[src/rtl/ski_mem_pkg.sv]
// Shared constants, types and helpers for the SKI multi-core memory front end.
// Latency: n/a (package only).
// Backpressure: n/a (package only).
//
// Contents: default parameter values, channel-index width helper, the
// request layout carried by the output stage, and the error flag value.
package ski_mem_pkg;

  localparam int N_CH_DEF      = 4;
  localparam int ADDR_W_DEF    = 32;
  localparam int DATA_W_DEF    = 32;
  localparam int MAX_OUTST_DEF = 4;

  // Value err_o takes once an unexpected read response has been seen.
  localparam logic ERR_UNEXP_RSP = 1'b1;

  // Width needed to hold a channel index; never below 1 so N_CH = 1 still
  // gets a real (constant zero) index signal.
  function automatic int ch_idx_w(input int n_ch);
    return (n_ch > 1) ? $clog2(n_ch) : 1;
  endfunction

  // Request layout at default widths. The top re-declares the same field
  // order at its own parameterised widths.
  typedef struct packed {
    logic                  we;
    logic [ADDR_W_DEF-1:0] addr;
    logic [DATA_W_DEF-1:0] wdata;
  } mem_req_t;

endpackage

[src/rtl/ski_rr_arbiter.sv]
// Round-robin arbiter: one-hot grant to the first requester at or after ptr.
// Latency: grant is combinational; pointer advances on the granting edge.
// Backpressure: en_i low suppresses any grant and freezes the pointer.
//
// Ports: system1000 / system1000_rst  clock, sync active-high reset
//        en_i       downstream can take a request this cycle
//        req_i      per-channel eligible requests
//        gnt_o      one-hot grant (or zero), gnt_vld_o any grant, gnt_idx_o index
module ski_rr_arbiter
  import ski_mem_pkg::*;
#(
  parameter int N_CH = N_CH_DEF,
  localparam int CH_W = ch_idx_w(N_CH)
) (
  input  logic            system1000,
  input  logic            system1000_rst,
  input  logic            en_i,
  input  logic [N_CH-1:0] req_i,
  output logic [N_CH-1:0] gnt_o,
  output logic            gnt_vld_o,
  output logic [CH_W-1:0] gnt_idx_o
);

  logic [CH_W-1:0] ptr_q, ptr_d;
  logic            hit_hi, hit_any;
  logic [CH_W-1:0] idx_hi, idx_any;

  // Two searches: lowest requester at or above ptr (wraps to none), and
  // lowest requester overall. The first wins when present, otherwise the
  // search has wrapped past N_CH-1 and the overall lowest is next in turn.
  always_comb begin
    hit_hi  = 1'b0;
    hit_any = 1'b0;
    idx_hi  = '0;
    idx_any = '0;
    for (int k = N_CH - 1; k >= 0; k--) begin
      if (req_i[k]) begin
        hit_any = 1'b1;
        idx_any = CH_W'(k);
        if (k >= int'(ptr_q)) begin
          hit_hi = 1'b1;
          idx_hi = CH_W'(k);
        end
      end
    end
  end

  always_comb begin
    gnt_vld_o = en_i && hit_any;
    gnt_idx_o = hit_hi ? idx_hi : idx_any;
    gnt_o     = '0;
    ptr_d     = ptr_q;
    if (gnt_vld_o) begin
      gnt_o = N_CH'(1) << gnt_idx_o;
      ptr_d = (gnt_idx_o == CH_W'(N_CH - 1)) ? '0 : gnt_idx_o + CH_W'(1);
    end
  end

  always_ff @(posedge system1000) begin
    if (system1000_rst) begin
      ptr_q <= '0;
    end else begin
      ptr_q <= ptr_d;
    end
  end

endmodule

[src/rtl/ski_mem_arbiter.sv]
// Multi-core RAM front end: round-robin N_CH channels onto one RAM port, route reads back in order.
// Latency: grant -> ram_req_o 1 cycle; ram_rvalid_i -> ch_rvalid_o 1 cycle.
// Backpressure: single output register held while !ram_ready_i; reads also stall when MAX_OUTST are in flight.
//
// Ports: system1000 / system1000_rst            clock, sync active-high reset
//        ch_req_i/we_i/addr_i/wdata_i           per-channel requests, held until ch_grant_o
//        ch_grant_o                             one-hot combinational acceptance
//        ch_rvalid_o / ch_rdata_o               one-hot read strobe with shared data
//        ram_req_o/we_o/addr_o/wdata_o, ram_ready_i   RAM request handshake
//        ram_rvalid_i / ram_rdata_i             in-order RAM read responses
//        err_o                                  sticky: response arrived with nothing in flight
module ski_mem_arbiter
  import ski_mem_pkg::*;
#(
  parameter int N_CH      = N_CH_DEF,
  parameter int ADDR_W    = ADDR_W_DEF,
  parameter int DATA_W    = DATA_W_DEF,
  parameter int MAX_OUTST = MAX_OUTST_DEF
) (
  input  logic                     system1000,
  input  logic                     system1000_rst,
  input  logic [N_CH-1:0]          ch_req_i,
  input  logic [N_CH-1:0]          ch_we_i,
  input  logic [N_CH*ADDR_W-1:0]   ch_addr_i,
  input  logic [N_CH*DATA_W-1:0]   ch_wdata_i,
  output logic [N_CH-1:0]          ch_grant_o,
  output logic [N_CH-1:0]          ch_rvalid_o,
  output logic [DATA_W-1:0]        ch_rdata_o,
  output logic                     ram_req_o,
  output logic                     ram_we_o,
  output logic [ADDR_W-1:0]        ram_addr_o,
  output logic [DATA_W-1:0]        ram_wdata_o,
  input  logic                     ram_ready_i,
  input  logic                     ram_rvalid_i,
  input  logic [DATA_W-1:0]        ram_rdata_i,
  output logic                     err_o
);

  localparam int CH_W  = ch_idx_w(N_CH);
  localparam int PTR_W = $clog2(MAX_OUTST);
  localparam int CNT_W = PTR_W + 1;

  typedef struct packed {
    logic              we;
    logic [ADDR_W-1:0] addr;
    logic [DATA_W-1:0] wdata;
  } req_t;

  // Output stage
  logic stg_vld_q, stg_vld_d;
  req_t stg_q, stg_d;

  // Tag FIFO: channel index of every read accepted but not yet answered
  logic [CH_W-1:0]  tag_mem_q [MAX_OUTST];
  logic [CH_W-1:0]  tag_mem_d [MAX_OUTST];
  logic [PTR_W-1:0] wr_ptr_q, wr_ptr_d;
  logic [PTR_W-1:0] rd_ptr_q, rd_ptr_d;
  logic [CNT_W-1:0] cnt_q, cnt_d;

  // Response register
  logic              rsp_vld_q, rsp_vld_d;
  logic [CH_W-1:0]   rsp_idx_q, rsp_idx_d;
  logic [DATA_W-1:0] rsp_dat_q, rsp_dat_d;
  logic              err_q, err_d;

  logic            can_accept, pop, push, unexp, full_after_pop;
  logic [N_CH-1:0] eligible, gnt;
  logic            gnt_vld;
  logic [CH_W-1:0] gnt_idx;
  req_t            sel_req;

  // A response arriving this cycle frees a slot in time for a read granted
  // in the same cycle, so fullness is judged after the pop.
  always_comb begin
    pop            = ram_rvalid_i && (cnt_q != '0);
    unexp          = ram_rvalid_i && (cnt_q == '0);
    full_after_pop = (cnt_q == CNT_W'(MAX_OUTST)) && !pop;
    can_accept     = !stg_vld_q || ram_ready_i;
    eligible       = '0;
    for (int k = 0; k < N_CH; k++) begin
      eligible[k] = ch_req_i[k] && (ch_we_i[k] || !full_after_pop);
    end
  end

  ski_rr_arbiter #(
    .N_CH (N_CH)
  ) u_rr (
    .system1000     (system1000),
    .system1000_rst (system1000_rst),
    .en_i           (can_accept),
    .req_i          (eligible),
    .gnt_o          (gnt),
    .gnt_vld_o      (gnt_vld),
    .gnt_idx_o      (gnt_idx)
  );

  always_comb begin
    sel_req = '0;
    for (int k = 0; k < N_CH; k++) begin
      if (gnt[k]) begin
        sel_req.we    = ch_we_i[k];
        sel_req.addr  = ch_addr_i[k*ADDR_W +: ADDR_W];
        sel_req.wdata = ch_wdata_i[k*DATA_W +: DATA_W];
      end
    end
    push = gnt_vld && !sel_req.we;
  end

  always_comb begin
    stg_vld_d = stg_vld_q;
    stg_d     = stg_q;
    tag_mem_d = tag_mem_q;
    wr_ptr_d  = wr_ptr_q;
    rd_ptr_d  = rd_ptr_q;
    cnt_d     = cnt_q;
    rsp_vld_d = pop;
    rsp_idx_d = rsp_idx_q;
    rsp_dat_d = rsp_dat_q;
    err_d     = err_q;

    if (gnt_vld) begin
      stg_vld_d = 1'b1;
      stg_d     = sel_req;
    end else if (ram_ready_i) begin
      stg_vld_d = 1'b0;
    end

    if (push) begin
      tag_mem_d[wr_ptr_q] = gnt_idx;
      wr_ptr_d            = wr_ptr_q + PTR_W'(1);
    end
    if (pop) begin
      rd_ptr_d  = rd_ptr_q + PTR_W'(1);
      rsp_idx_d = tag_mem_q[rd_ptr_q];
      rsp_dat_d = ram_rdata_i;
    end
    // Push with pop (including when full) leaves the count unchanged.
    case ({push, pop})
      2'b10:   cnt_d = cnt_q + CNT_W'(1);
      2'b01:   cnt_d = cnt_q - CNT_W'(1);
      default: cnt_d = cnt_q;
    endcase

    if (unexp) begin
      err_d = ERR_UNEXP_RSP;
    end
  end

  always_ff @(posedge system1000) begin
    if (system1000_rst) begin
      stg_vld_q <= 1'b0;
      stg_q     <= '0;
      wr_ptr_q  <= '0;
      rd_ptr_q  <= '0;
      cnt_q     <= '0;
      rsp_vld_q <= 1'b0;
      rsp_idx_q <= '0;
      rsp_dat_q <= '0;
      err_q     <= 1'b0;
    end else begin
      stg_vld_q <= stg_vld_d;
      stg_q     <= stg_d;
      wr_ptr_q  <= wr_ptr_d;
      rd_ptr_q  <= rd_ptr_d;
      cnt_q     <= cnt_d;
      rsp_vld_q <= rsp_vld_d;
      rsp_idx_q <= rsp_idx_d;
      rsp_dat_q <= rsp_dat_d;
      err_q     <= err_d;
    end
  end

  // Tag storage needs no reset: entries are only read below the count.
  always_ff @(posedge system1000) begin
    tag_mem_q <= tag_mem_d;
  end

  always_comb begin
    ch_grant_o  = gnt;
    ch_rvalid_o = '0;
    if (rsp_vld_q) begin
      ch_rvalid_o = N_CH'(1) << rsp_idx_q;
    end
    ch_rdata_o  = rsp_dat_q;
    ram_req_o   = stg_vld_q;
    ram_we_o    = stg_q.we;
    ram_addr_o  = stg_q.addr;
    ram_wdata_o = stg_q.wdata;
    err_o       = err_q;
  end

endmodule

[config.mk]
export PLATFORM = sky130hd
export DESIGN_NAME = ski_mem_arbiter
export DESIGN_NICKNAME = d
export VERILOG_FILES = /design/src/rtl/ski_mem_pkg.sv /design/src/rtl/ski_rr_arbiter.sv /design/src/rtl/ski_mem_arbiter.sv
export SDC_FILE = /design/constraint.sdc
export NUM_CORES = 1
export LEC_CHECK = 0
export CORE_AREA = 3 3 156 158
export CTS_CLUSTER_SIZE = 20
export DETAILED_ROUTE_END_ITERATION = 16
export DIE_AREA = 0 0 159 161
export GPL_ROUTABILITY_DRIVEN = 1
export PLACE_DENSITY = 0.66
export SETUP_SLACK_MARGIN = 0.4
export SYNTH_ARGS = -nofsm -noshare
export SYNTH_HDL_FRONTEND = slang
export SYNTH_SLANG_ARGS = --single-unit
[constraint.sdc]
create_clock -name system1000 -period 6.2 [get_ports system1000]
set_input_delay 0.93 -clock system1000 [delete_from_list [all_inputs] [get_ports system1000]]
set_output_delay 0.93 -clock system1000 [all_outputs]
set_load 0.03 [all_outputs]
==> results.json <==
{
  "post_cts_buffers": 0,
  "power.internal_uw": 2450,
  "use_met3_pct": 6.28,
  "globalRouteMet1Util_pct": 23.4,
  "syn_nets": 1222,
  "hold_class": "register to register",
  "slew_violations": 0,
  "grt_pass1_wl_um": 40800,
  "max_slew.worst_pin.slew_ns": 0.942,
  "synth.most_common_cell": "a21oi_1",
  "synth_largest_area_cell": "dfxtp_1",
  "vdd_drop_max_uv": 177,
  "fp.dieW_um": 159,
  "rrSetupSlack_ns": 1.59,
  "track_usage_pct": 20.0,
  "yosys_warnings": 0,
  "syn_to_final_growth_pct": 70.5,
  "cts_tree": "built",
  "die_h_um": 161,
  "ys_top_cells_by_count": "a21oi_1 (172), nand2_1 (135), dfxtp_1 (111), nor2_1 (76), inv_1 (74)",
  "clock_skew_ns": 0.0130,
  "vias": 7628,
  "syn-cell-area_um2": 6880,
  "syn_inst": 912,
  "n_fill_cell": 2321,
  "synth_edf_count": 8,
  "fin_tns_setup_ns": 0,
  "synthFlopType": "dfxtp_1",
  "p_seq_share_pct": 25.5,
  "grt_overflow_total": 0,
  "cp.arrival_ns": 4.62,
  "grt_busiest_layer": "met2",
  "ys_types": 36,
  "maxCapViolations": 0,
  "cts_resized": 0,
  "switching_share_pct": 40.8,
  "period_needed_ns": 5.55,
  "antenna_found_initial": 0,
  "drt-initial-drc-count": 419,
  "die-area_um2": 25600,
  "max-clock-path-buffers": 2,
  "fin_crit_sh_pct": 89.4,
  "core_um2": 23300,
  "cp-start-kind": "input pin",
  "hpwl_um": 19400,
  "hold_buffers": 0,
  "hold_viol": 0,
  "via_per_inst": 4.78,
  "htreeDepth": 4,
  "synthTopCellsByArea": "dfxtp_1 (32%), a21oi_1 (13%), a211oi_2 (11%)",
  "power_uw": 4150,
  "endpoint_kind": "output pin",
  "grt_pass1_vias": 7468,
  "row_count": 56,
  "antennaDiodeCount": 0,
  "worst_hold_slack_ns": 0.453,
  "fin_nets": 1575,
  "initial_utilization_pct": 29.6,
  "root_buffer": "clkbuf_16",
  "fmaxAchievable_ghz": 0.180,
  "cts-buffers-inserted": 17,
  "status": "completed",
  "ys_ff_latch": 119,
  "wl_per_cell_um": 16.6,
  "synthDominantCellAreaShare_pct": 32.3,
  "layout-drive-gt1-share_pct": 9.15,
  "async_reset_ff_share_pct": 0,
  "routed_wl_um": 26600,
  "synth_area_per_cell_um2": 7.54,
  "yosysSeqAreaShare_pct": 35.8,
  "io_buffers": 406,
  "crit_type": "input pin to output pin",
  "final_util_pct": 50.4,
  "p_per_area_nw_per_um2": 354,
  "grt_max_degree": 95,
  "rsz0062_at_grt": "no",
  "maxSlewHeadroom_pct": 37.2,
  "num_io_pins": 407,
  "clk_pin_slew_ns": 0.06,
  "cp_data_required_time_ns": 5.27,
  "p_clk_share_pct": 25.7,
  "drtAntennaViolNets": 0,
  "pwr-share-comb_pct": 48.9,
  "clk_latency_ns": 0.42,
  "clock-sinks": 119,
  "setup_violations": 0,
  "gp_congestion": 0.859,
  "p_sw_uw": 1690,
  "cp_max_fo": 33,
  "p_leak_uw": 0.00449,
  "grtUsageMet2_pct": 35.3,
  "first_pass_iters": 5,
  "route.detailed.drc": 0
}
through the flow:
stage                     instances  setup slack [ns]  area [µm²]
final                          1597             0.654       11700
after global routing           1597             0.417       11700
after CTS                      1597             0.654       11700
after detailed placement       1565             0.575       11100
after global placement         1565             0.748       11100
after floorplan                 912              1.41        6880
worst max-delay path: stages:
cell and delay (ns):
clkdlybuf4s50_1 0.44, or4b_1 0.66, o21ai_2 0.30, o21ai_0 0.13, a21o_1 0.21, a21oi_1 0.54, ha_4 0.49, and2_1 0.19
clkdlybuf4s50_1 0.71
flip-flops by register name, indices dropped and copies added (netlist names):
signal / count
ram_addr_o: 32
tag_mem_q: 8
cnt_q: 3
rsp_idx_q: 2
rsp_vld_q: 1
wr_ptr_q: 2
ram_we_o: 1
ch_rdata_o: 32
err_o: 1
ram_req_o: 1
u_rr.ptr_q: 2
rd_ptr_q: 2
ram_wdata_o: 32
power groups by stage:
| stage | clock network [µW] | logic [µW] | registers (µW) |
|---|---|---|---|
| floorplan | 0 | 1000 | 1340 |
| finish | 1060 | 2030 | 1060 |
| CTS | 1100 | 2040 | 1060 |
| detailed placement | 0 | 2030 | 1070 |
| global placement | 0 | 2020 | 1060 |
| global route | 1130 | 2210 | 1080 |
layout make-up:
cell class	count	area, µm²	share of cell area, %
sequential	119	2460	21.0
timing repair buffer	418	4150	35.4
multi-input combinational	634	3800	32.4
tap	319	399	3.40
inverter	75	282	2.40
clock buffer	17	425	3.63
clock inverter	15	204	1.74
cells in the final DEF, fill, tap and decap left out, types with 4 or more instances in the layout:
cell type        Yosys  final
inv_6                0      5
o21ai_2              4      4
nor2_1              76     76
a211oi_1             6      6
clkbuf_16            0     17
ha_1                 9      5
clkdlybuf4s50_1      0    405
and3_1               5      5
a21o_1               4      4
and2_1               5      5
inv_1               74     74
o21ai_0             68     68
a22oi_1             65     65
a211oi_2            60     60
a21oi_1            172    172
edfxtp_1             8      8
inv_8                0      4
dfxtp_1            111    111
nand2_1            135    135
buf_4                0     13
kinds of logic (layout without fill, tap and decap cells):
group	count (synthesis)	in the layout	share of synthesized area, %
AOI/OAI and AO/OA	384	384	37.9
and+or+nand+nor	233	233	13.6
buffers and inverters	159	525	9.46
DFF	119	119	35.8
adders and majority gates	10	10	1.93
xor gates and xnor gates	4	4	0.510
muxes	3	3	0.801
final timing paths:
path,from,to,cells after the start
setup / recovery,ram_rvalid_i,ch_grant_o[3],9
hold / removal,ch_rdata_o[12],ch_rdata_o[12],2
setup reg to reg,cnt_q[0],cnt_q[2],16
hold reg to reg,ch_rdata_o[12],ch_rdata_o[12],2
layer usage:
layer  routed length [µm]  vias to the layer above
met4                  373                        0
met5                    0                        -
met3                 1770                       24
li1                     -                     3867
met2                13200                      249
met1                11200                     3488
Power figures use the tool's default switching activity.
